## src/rtl/sdram_pkg.sv

```systemverilog
// Shared SDRAM controller command encoding, widths and arbiter states.
// Imported by the burst arbiter.
package sdram_pkg;

    localparam int SdramAddrWidth = 25;
    localparam int SdramDataWidth = 16;

    typedef enum logic [1:0] {
        SDRAM_IDLE  = 2'd0,
        SDRAM_WRITE = 2'd1,
        SDRAM_READ  = 2'd2
    } sdram_cmd_e;

    typedef enum logic [2:0] {
        ARB_IDLE,
        ARB_ISSUE,
        ARB_WAIT_ACK,
        ARB_WRITE_BURST,
        ARB_READ_BURST,
        ARB_GAP
    } arb_state_e;

    // Saturating increment shared by the beat and watchdog counters.
    function automatic logic [31:0] increment_then_stop(
        input logic [31:0] value,
        input logic [31:0] limit
    );
        return (value >= limit) ? limit : value + 32'd1;
    endfunction

endpackage

```

## src/rtl/rr_arbiter.sv

```systemverilog
// Combinational round-robin pick: first set request at or above the pointer,
// wrapping around, as both one-hot and index.
module rr_arbiter #(
    parameter  int NumPorts = 2,
    localparam int IdxW     = $clog2(NumPorts)
) (
    input  logic [NumPorts-1:0] req_i,
    input  logic [IdxW-1:0]     ptr_i,
    output logic [NumPorts-1:0] gnt_o,
    output logic [IdxW-1:0]     idx_o,
    output logic                valid_o
);

    always_comb begin
        logic [IdxW-1:0] p;
        p       = '0;
        gnt_o   = '0;
        idx_o   = '0;
        valid_o = 1'b0;
        for (int i = 0; i < NumPorts; i++) begin
            p = IdxW'((int'(ptr_i) + i) % NumPorts);
            if (!valid_o && req_i[p]) begin
                valid_o  = 1'b1;
                gnt_o[p] = 1'b1;
                idx_o    = p;
            end
        end
    end

endmodule

```

## src/rtl/sdram_burst_arbiter.sv

```systemverilog
// Round-robin sharing of one single-command SDRAM burst controller between
// several requesters, with beat sequencing, read steering and a watchdog.
module sdram_burst_arbiter
    import sdram_pkg::*;
#(
    parameter int NumPorts      = 2,
    parameter int BurstLength   = 8,
    parameter int WriteBurst    = 1,
    parameter int TimeoutCycles = 64
) (
    input  logic                                    clk_i,
    input  logic                                    rst_i,
    input  logic [NumPorts-1:0]                     req_i,
    input  logic [NumPorts-1:0]                     we_i,
    input  logic [NumPorts-1:0][SdramAddrWidth-1:0] addr_i,
    input  logic [NumPorts-1:0][SdramDataWidth-1:0] wdata_i,
    output logic [NumPorts-1:0]                     gnt_o,
    output logic [NumPorts-1:0]                     wdata_ready_o,
    output logic [SdramDataWidth-1:0]               rdata_o,
    output logic [NumPorts-1:0]                     rdata_valid_o,
    output logic                                    busy_o,
    output logic                                    timeout_o,
    output logic [1:0]                              sdram_command_o,
    output logic [SdramAddrWidth-1:0]               sdram_address_o,
    output logic [SdramDataWidth-1:0]               sdram_write_data_o,
    input  logic [SdramDataWidth-1:0]               sdram_read_data_i,
    input  logic                                    sdram_read_valid_i,
    input  logic                                    sdram_write_done_i
);

    localparam int IdxW  = $clog2(NumPorts);
    localparam int BeatW = $clog2(BurstLength + 1);
    localparam int WdogW = $clog2(TimeoutCycles + 1);
    localparam bit MultiWrite = (WriteBurst != 0) && (BurstLength > 1);
    localparam logic [BeatW-1:0] LastBeat  = BeatW'(BurstLength - 1);
    localparam logic [WdogW-1:0] WdogLimit = WdogW'(TimeoutCycles);

    arb_state_e                state_q, state_d;
    logic [IdxW-1:0]           rr_q, rr_d;
    logic [IdxW-1:0]           owner_q, owner_d;
    logic                      we_q, we_d;
    logic [SdramAddrWidth-1:0] addr_q, addr_d;
    logic [BeatW-1:0]          beat_q, beat_d, beat_inc;
    logic [WdogW-1:0]          wdog_q, wdog_d, wdog_inc;
    logic                      timeout_q, timeout_d;
    logic [SdramDataWidth-1:0] rdata_q, rdata_d;
    logic [NumPorts-1:0]       rdata_valid_q, rdata_valid_d;

    logic [NumPorts-1:0] arb_oh;
    logic [IdxW-1:0]     arb_idx;
    logic                arb_valid;
    logic [NumPorts-1:0] owner_oh;
    sdram_cmd_e          cmd;

    rr_arbiter #(.NumPorts(NumPorts)) u_rr (
        .req_i  (req_i),
        .ptr_i  (rr_q),
        .gnt_o  (arb_oh),
        .idx_o  (arb_idx),
        .valid_o(arb_valid)
    );

    assign owner_oh = NumPorts'(1) << owner_q;

    always_comb begin
        state_d       = state_q;
        rr_d          = rr_q;
        owner_d       = owner_q;
        we_d          = we_q;
        addr_d        = addr_q;
        beat_d        = beat_q;
        wdog_d        = wdog_q;
        timeout_d     = timeout_q;
        rdata_d       = '0;
        rdata_valid_d = '0;
        gnt_o         = '0;
        wdata_ready_o = '0;
        cmd           = SDRAM_IDLE;
        beat_inc = BeatW'(increment_then_stop(32'(beat_q), 32'(BurstLength)));
        wdog_inc = WdogW'(increment_then_stop(32'(wdog_q), 32'(TimeoutCycles)));
        unique case (state_q)
            ARB_IDLE: begin
                if (arb_valid) begin
                    owner_d = arb_idx;
                    we_d    = |(we_i & arb_oh);
                    addr_d  = addr_i[arb_idx];
                    state_d = ARB_ISSUE;
                end
            end
            ARB_ISSUE: begin
                cmd     = we_q ? SDRAM_WRITE : SDRAM_READ;
                gnt_o   = owner_oh;
                rr_d    = (owner_q == IdxW'(NumPorts - 1)) ? '0 : owner_q + 1'b1;
                beat_d  = '0;
                wdog_d  = '0;
                state_d = ARB_WAIT_ACK;
            end
            ARB_WAIT_ACK: begin
                wdog_d = wdog_inc;
                if (we_q && sdram_write_done_i) begin
                    wdata_ready_o = owner_oh;
                    beat_d        = BeatW'(1);
                    state_d       = MultiWrite ? ARB_WRITE_BURST : ARB_GAP;
                end else if (!we_q && sdram_read_valid_i) begin
                    rdata_d       = sdram_read_data_i;
                    rdata_valid_d = owner_oh;
                    beat_d        = BeatW'(1);
                    wdog_d        = '0;
                    state_d       = (BurstLength == 1) ? ARB_GAP : ARB_READ_BURST;
                end else if (wdog_inc == WdogLimit) begin
                    timeout_d = 1'b1;
                    state_d   = ARB_GAP;
                end
            end
            ARB_WRITE_BURST: begin
                wdata_ready_o = owner_oh;
                beat_d        = beat_inc;
                if (beat_q == LastBeat) state_d = ARB_GAP;
            end
            ARB_READ_BURST: begin
                // Stalls in the read stream are not beats but do feed the watchdog.
                if (sdram_read_valid_i) begin
                    rdata_d       = sdram_read_data_i;
                    rdata_valid_d = owner_oh;
                    beat_d        = beat_inc;
                    wdog_d        = '0;
                    if (beat_q == LastBeat) state_d = ARB_GAP;
                end else begin
                    wdog_d = wdog_inc;
                    if (wdog_inc == WdogLimit) begin
                        timeout_d = 1'b1;
                        state_d   = ARB_GAP;
                    end
                end
            end
            ARB_GAP: state_d = ARB_IDLE;
            default: state_d = ARB_IDLE;
        endcase
    end

    always_ff @(posedge clk_i) begin
        if (rst_i) begin
            state_q       <= ARB_IDLE;
            rr_q          <= '0;
            owner_q       <= '0;
            we_q          <= 1'b0;
            addr_q        <= '0;
            beat_q        <= '0;
            wdog_q        <= '0;
            timeout_q     <= 1'b0;
            rdata_q       <= '0;
            rdata_valid_q <= '0;
        end else begin
            state_q       <= state_d;
            rr_q          <= rr_d;
            owner_q       <= owner_d;
            we_q          <= we_d;
            addr_q        <= addr_d;
            beat_q        <= beat_d;
            wdog_q        <= wdog_d;
            timeout_q     <= timeout_d;
            rdata_q       <= rdata_d;
            rdata_valid_q <= rdata_valid_d;
        end
    end

    assign busy_o          = (state_q != ARB_IDLE);
    assign timeout_o       = timeout_q;
    assign rdata_o         = rdata_q;
    assign rdata_valid_o   = rdata_valid_q;
    assign sdram_command_o = cmd;
    assign sdram_address_o = (state_q == ARB_ISSUE) ? addr_q : '0;
    assign sdram_write_data_o =
        (state_q == ARB_ISSUE || state_q == ARB_WAIT_ACK ||
         state_q == ARB_WRITE_BURST) ? wdata_i[owner_q] : '0;

endmodule
```

## config.mk

```make
export PLATFORM = sky130hd
export DESIGN_NAME = sdram_burst_arbiter
export DESIGN_NICKNAME = d
export VERILOG_FILES = /design/src/rtl/sdram_pkg.sv /design/src/rtl/rr_arbiter.sv /design/src/rtl/sdram_burst_arbiter.sv
export SDC_FILE = /design/constraint.sdc
export NUM_CORES = 1
export LEC_CHECK = 0
export BUFFER_PORTS_ARGS = -buffer_cell sky130_fd_sc_hd__buf_2
export CORE_ASPECT_RATIO = 0.9
export CORE_MARGIN = 3
export CORE_UTILIZATION = 46
export DETAILED_ROUTE_END_ITERATION = 8
export GPL_ROUTABILITY_DRIVEN = 0
export HOLD_SLACK_MARGIN = 0.02
export PLACE_DENSITY = 0.88
export SYNTH_ARGS = -nofsm -noshare
export SYNTH_HDL_FRONTEND = slang
export SYNTH_SLANG_ARGS = --single-unit
```

## constraint.sdc

```tcl
create_clock -name clk_i -period 1.83 [get_ports clk_i]
set_input_delay 0.366 -clock clk_i [delete_from_list [all_inputs] [get_ports clk_i]]
set_output_delay 0.366 -clock clk_i [all_outputs]
set_load 0.01 [all_outputs]
```

=== Word level (Yosys, flattened, before mapping) ===
Index checks and enable logic that the tools add are counted.

* Word-level logic and storage cells: 111
* Register bits: 61

* Reductions and logical operators: 18
* Order comparisons: 8
* Shifts and indexed selects: 1
* Equal/unequal tests: 12
* Add/subtract/negate cells: 4
* Bitwise operators: 2
* Mux-type cells: 56

{| class="wikitable"
|+ Operators by type and width
! operator !! number
|-
| $mux 16 || 6
|-
| $mux 25 || 3
|-
| $pmux 16 s2 || 1
|-
| $mux 7 || 4
|-
| $pmux 7 s3 || 1
|-
| $mux 2 || 9
|-
| $mux 3 || 6
|-
| $mux 4 || 4
|-
| $pmux 4 s4 || 1
|-
| $mux 1 || 15
|-
| $pmux 3 s5 || 1
|-
| $ne 2x2->1 const B || 5
|-
| $lt 1x2->1 const B || 4
|-
| $pmux 2 s2 || 2
|-
| $add 7x1->7 const B || 1
|-
| $eq 7x7->1 const B || 1
|-
| $ge 7x7->1 const B || 1
|-
| $eq 3x2->1 const B || 2
|-
| $reduce_bool 3->1 || 2
|-
| $logic_and 1x1->1 || 5
|-
| $add 4x1->4 const B || 1
|-
| $eq 4x3->1 const B || 1
|-
| $ge 4x4->1 const B || 1
|-
| $reduce_and 4->1 || 1
|-
| other kinds (18) || 23
|}

=== Logic depth before layout (Yosys ltp) ===
* Word-level depth: 9
* Depth in mapped cells: 6
* Gate-level depth less buffers: 5

=== Modules after synthesis ===
From an unflattened synthesis, not the netlist that was laid out.

* Cells, all modules: 366
* Area total of the unflattened synthesis: 3221.8 um^2

{| class="wikitable"
|+ By module, submodules not included
! module !! sequential area each (um^2) !! cells each !! area each (um^2) !! instances
|-
| sdram_burst_arbiter || 1221.2 || 361 || 3189.3 || 1
|-
| rr_arbiter || 0.0 || 5 || 32.5 || 1
|}

=== Worst setup path before layout ===
Ideal clock, no wire load.

* Kind: reg-to-output
* Start point: reg state_q[0]
* End point: out sdram_address_o[10]
* Stages on the path, launching flop included: 5
* Slack: 0.140 ns
* Data arrival time: 1.324 ns
* Path through: dfxtp_1 -> inv_1 -> nor3_2 -> clkbuf_1 -> and2_1

* Longest elaborated chain between the ends: 2

{| class="wikitable"
|+ Ends and longest elaborated chain
! item !! line !! text
|-
| from (decl) || sdram_burst_arbiter.sv:38 || <nowiki>arb_state_e state_q, state_d;</nowiki>
|-
| from (signal assigned) || sdram_burst_arbiter.sv:154 || <nowiki>state_q <= state_d;</nowiki>
|-
| $eq 3x1->1 || sdram_burst_arbiter.sv:172 || <nowiki>assign sdram_address_o = (state_q == ARB_ISSUE) ? addr_q : '0;</nowiki>
|-
| $mux 25 || sdram_burst_arbiter.sv:172 ||
|-
| to (decl) || sdram_burst_arbiter.sv:24 || <nowiki>output logic [SdramAddrWidth-1:0] sdram_address_o,</nowiki>
|}

No other way between the ends.

=== Final worst setup path ===
* Start point: reg state_q[0]
* End point: out sdram_write_data_o[3]

* Longest elaborated chain between the ends: 4
* Elaborated cells on any way between the ends: 6

{| class="wikitable"
|+ Ends and longest elaborated chain
! item !! line !! text
|-
| $eq 3x1->1 / $eq 3x2->1 (equally long branches) || sdram_burst_arbiter.sv:174 || <nowiki>(state_q == ARB_ISSUE || state_q == ARB_WAIT_ACK ||</nowiki>
|-
| $logic_or 1x1->1 || sdram_burst_arbiter.sv:174 ||
|-
| $logic_or 1x1->1 * || sdram_burst_arbiter.sv:174 ||
|-
| $mux 16 * || sdram_burst_arbiter.sv:175 || <nowiki>state_q == ARB_WRITE_BURST) ? wdata_i[owner_q] : '0;</nowiki>
|-
| to (decl) || sdram_burst_arbiter.sv:25 || <nowiki>output logic [SdramDataWidth-1:0] sdram_write_data_o,</nowiki>
|}

Mark *: on every way between the ends. The rest lies on a longest branch, timed or not.

==> flow_metrics.tcl <==
set metrics [dict create \
    outcome "finished, violations left" \
    failed_checks "negative setup slack" \
    fin_crit_sh_pct 101 \
    utilization_pct 71.0 \
    final_common_cell "buf_2" \
    synth_area_per_cell_um2 9.15 \
    worst_slew_pin_slew_ns 0.732 \
    gr-total-overflow 0 \
    synth_seq_cells 61 \
    diodes 0 \
    clock_latency_ns 0.34 \
    rows 28 \
    fin_ws_ns -0.0101 \
    die_y_um 86.5 \
    wl_per_cell_um 15.0 \
    critPathRequiredTime_ns 1.46 \
    dr_total_vias 3333 \
    grt_usage_pct 21.6 \
    finalHoldViolCount 0 \
    start_kind "register" \
    crit_type "register to primary output" \
    grt_pass1_vias 3170 \
    fmax_ghz 0.543 \
    numClockSinks 61 \
    port_buffers 172 \
    cts_tree "built" \
    drt_iter0_drc 129 \
    power_mw 4.53 \
    dieArea_mm2 0.00825 \
    final_cell_mix "buf_2 (164), dfxtp_1 (58), nor2_1 (48)" \
    grt_pass1_wl_mm 14.3 \
    rsz0062_at_grt "yes" \
    p_leak_nw 2.22 \
    cts.htree.levels 3 \
    core_mm2 0.00676 \
    antenna_found_initial 0 \
    cp_data_arrival_time_ns 1.47 \
    skew_ns 0.00987 \
    ant_nets 0 \
    peakVddDrop_mv 0.479 \
    cts_made_buffers 9 \
    place_hpwl_mm 6.82 \
    hp-class "input pin to register" \
    synth_top_flop_cell "dfxtp_1" \
    yosys_warnings 0 \
    drc 0 \
    setup_tns_ns -0.0320 \
    die_w_um 95.4 \
    area_delta_synth_final_pct 45.0 \
    crit_fanout 8 \
    syn_nets 472 \
    synthDistinctLibCells 49 \
    io_pins 173 \
    pre_cts_slack_ns 0.0680 \
    totalWireLength_mm 9.62 \
    critPathCaptureType "primary output" \
    slew_viol_final 0 \
    synth_cells 362 \
    routed_via_density 5.21 \
    drv_cap 0 \
    path_clk_slew_ns 0.07 \
    synthArstFlopShare_pct 0 \
    syn_area_mm2 0.00331 \
    setup_viol_count_final 9 \
    clock-root-buffer "clkbuf_8" \
    clk_path_buf_depth 2 \
    drive_above_1_share_pct 49.1 \
    nNetsFinal 655 \
    power_density_mw_per_mm2 943 \
    yosysSeqAreaShare_pct 36.9 \
    synth_edf_count 0 \
    fin_crit_ns 1.84 \
    relSlewSlack_pct 50.6 \
    start_util_pct 49.0 \
    grt_max_degree 45 \
    drt_first_pass_iters 4 \
]
[through the flow]
stage / hold slack (ns) / std cells / area, µm²
floorplan: 0.450 / 362 / 3310
global placement: 0.459 / 616 / 4330
detailed placement: 0.463 / 616 / 4330
CTS: 0.215 / 636 / 4620
global route: 0.228 / 640 / 4800
finish: 0.221 / 640 / 4800
[state kept, by name, summed over array words and instances, names as in the netlist]
register,count
we_q,1
timeout_o,1
addr_q,25
beat_q,4
rdata_valid_o,2
rr_q,1
state_q,3
rdata_o,16
wdog_q,7
owner_q,1
[final timing paths]
| check | end | startpoint | depth (start not counted) | slack [ns] |
|---|---|---|---|---|
| worst max-delay path | sdram_write_data_o[3] | state_q[0]$_SDFFE_PP0P_ | 6 | -0.01 |
| worst max register to register | state_q[2]$_SDFFE_PP0P_ | wdog_q[0]$_SDFFE_PP0P_ | 6 | 0 |
| worst min register to register | rr_q$_SDFFE_PP0N_ | rr_q$_SDFFE_PP0N_ | 2 | 0.48 |
| worst min-delay path | rdata_o[0]$_SDFF_PP0_ | sdram_read_data_i[0] | 2 | 0.22 |
[power by group]
group          total (mW)  internal [mW]  leakage [nW]  switching, mW
sequential           1.56           1.48         0.501         0.0836
clock                1.24          0.705         0.104          0.534
combinational        1.73          0.833          1.61          0.892
total                4.53           3.02          2.22           1.51
[critical path: stages, from the launching register on]
cell and delay, ns:
dfxtp_2 0.33, buf_6 0.12, or2_4 0.24, nand2_4 0.12
buf_16 0.15, nor2_2 0.04, buf_2 0.13
[cell usage after synthesis, types with 2 or more instances]
| master | count | area, µm² |
|---|---|---|
| dfxtp_1 | 61 | 1220 |
| nor2_1 | 57 | 214 |
| and2_1 | 44 | 275 |
| mux2i_1 | 43 | 430 |
| a211oi_2 | 24 | 300 |
| inv_1 | 12 | 45.0 |
| nand2_1 | 12 | 45.0 |
| a21oi_1 | 9 | 45.0 |
| buf_2 | 7 | 35.0 |
| clkbuf_1 | 7 | 26.3 |
| nor2b_1 | 7 | 43.8 |
| a31oi_1 | 6 | 37.5 |
| nor3_1 | 6 | 30.0 |
| a32oi_1 | 5 | 43.8 |
| buf_4 | 5 | 37.5 |
| nand3_1 | 5 | 25.0 |
| a211oi_1 | 4 | 30.0 |
| ha_1 | 4 | 50.1 |
| o21ai_0 | 4 | 20.0 |
| nand2b_1 | 3 | 18.8 |
| o41ai_1 | 3 | 26.3 |
| xor2_1 | 3 | 26.3 |
| buf_6 | 2 | 22.5 |
| nor3b_1 | 2 | 15.0 |
| o211ai_1 | 2 | 15.0 |
| or2_2 | 2 | 12.5 |
[layer usage]
| layer | part of all wire (%) | vias to the layer above | routed length [µm] | global-route usage, % |
|---|---|---|---|---|
| met5 | 0 | - | 0 | 0 |
| met4 | 1.6 | 0 | 155 | 8.01 |
| met3 | 7.9 | 14 | 763 | 3.30 |
| met2 | 51 | 155 | 4940 | 40.4 |
| met1 | 39 | 1534 | 3760 | 24.6 |
| li1 | - | 1630 | - | - |
[area by class of cell]
type | instances | area, µm²
multi-input cells | 266 | 2030
well taps | 90 | 113
fillers | 513 | 1960
flip-flops and latches | 61 | 1230
inverters | 12 | 45.0
repair buffers | 195 | 1180
clock inverters | 3 | 43.8
clock buffers | 13 | 159
[what timing repair did]
| item | in CTS | in global routing |
|---|---|---|
| resized for setup | 15 | 33 |
| pin swaps | 3 | 8 |
| endpoints found under the setup margin | 46 | 39 |
| hold buffers | 0 | 0 |
| gates cloned | 1 | 1 |
| buffers inserted | 3 | 3 |
[cells by family (layout without fill, tap and decap cells)]
| group | count (synthesis) | count (layout) | synth area share, % |
|---|---|---|---|
| compound gates | 66 | 66 | 17.9 |
| xor+xnor | 3 | 3 | 0.794 |
| fa+ha+maj | 4 | 4 | 1.51 |
| buf+inv | 35 | 223 | 5.29 |
| flops | 61 | 61 | 36.9 |
| mux | 44 | 44 | 13.3 |
| simple gates | 149 | 149 | 24.3 |
Note: power is estimated with default switching activity, not from simulation.
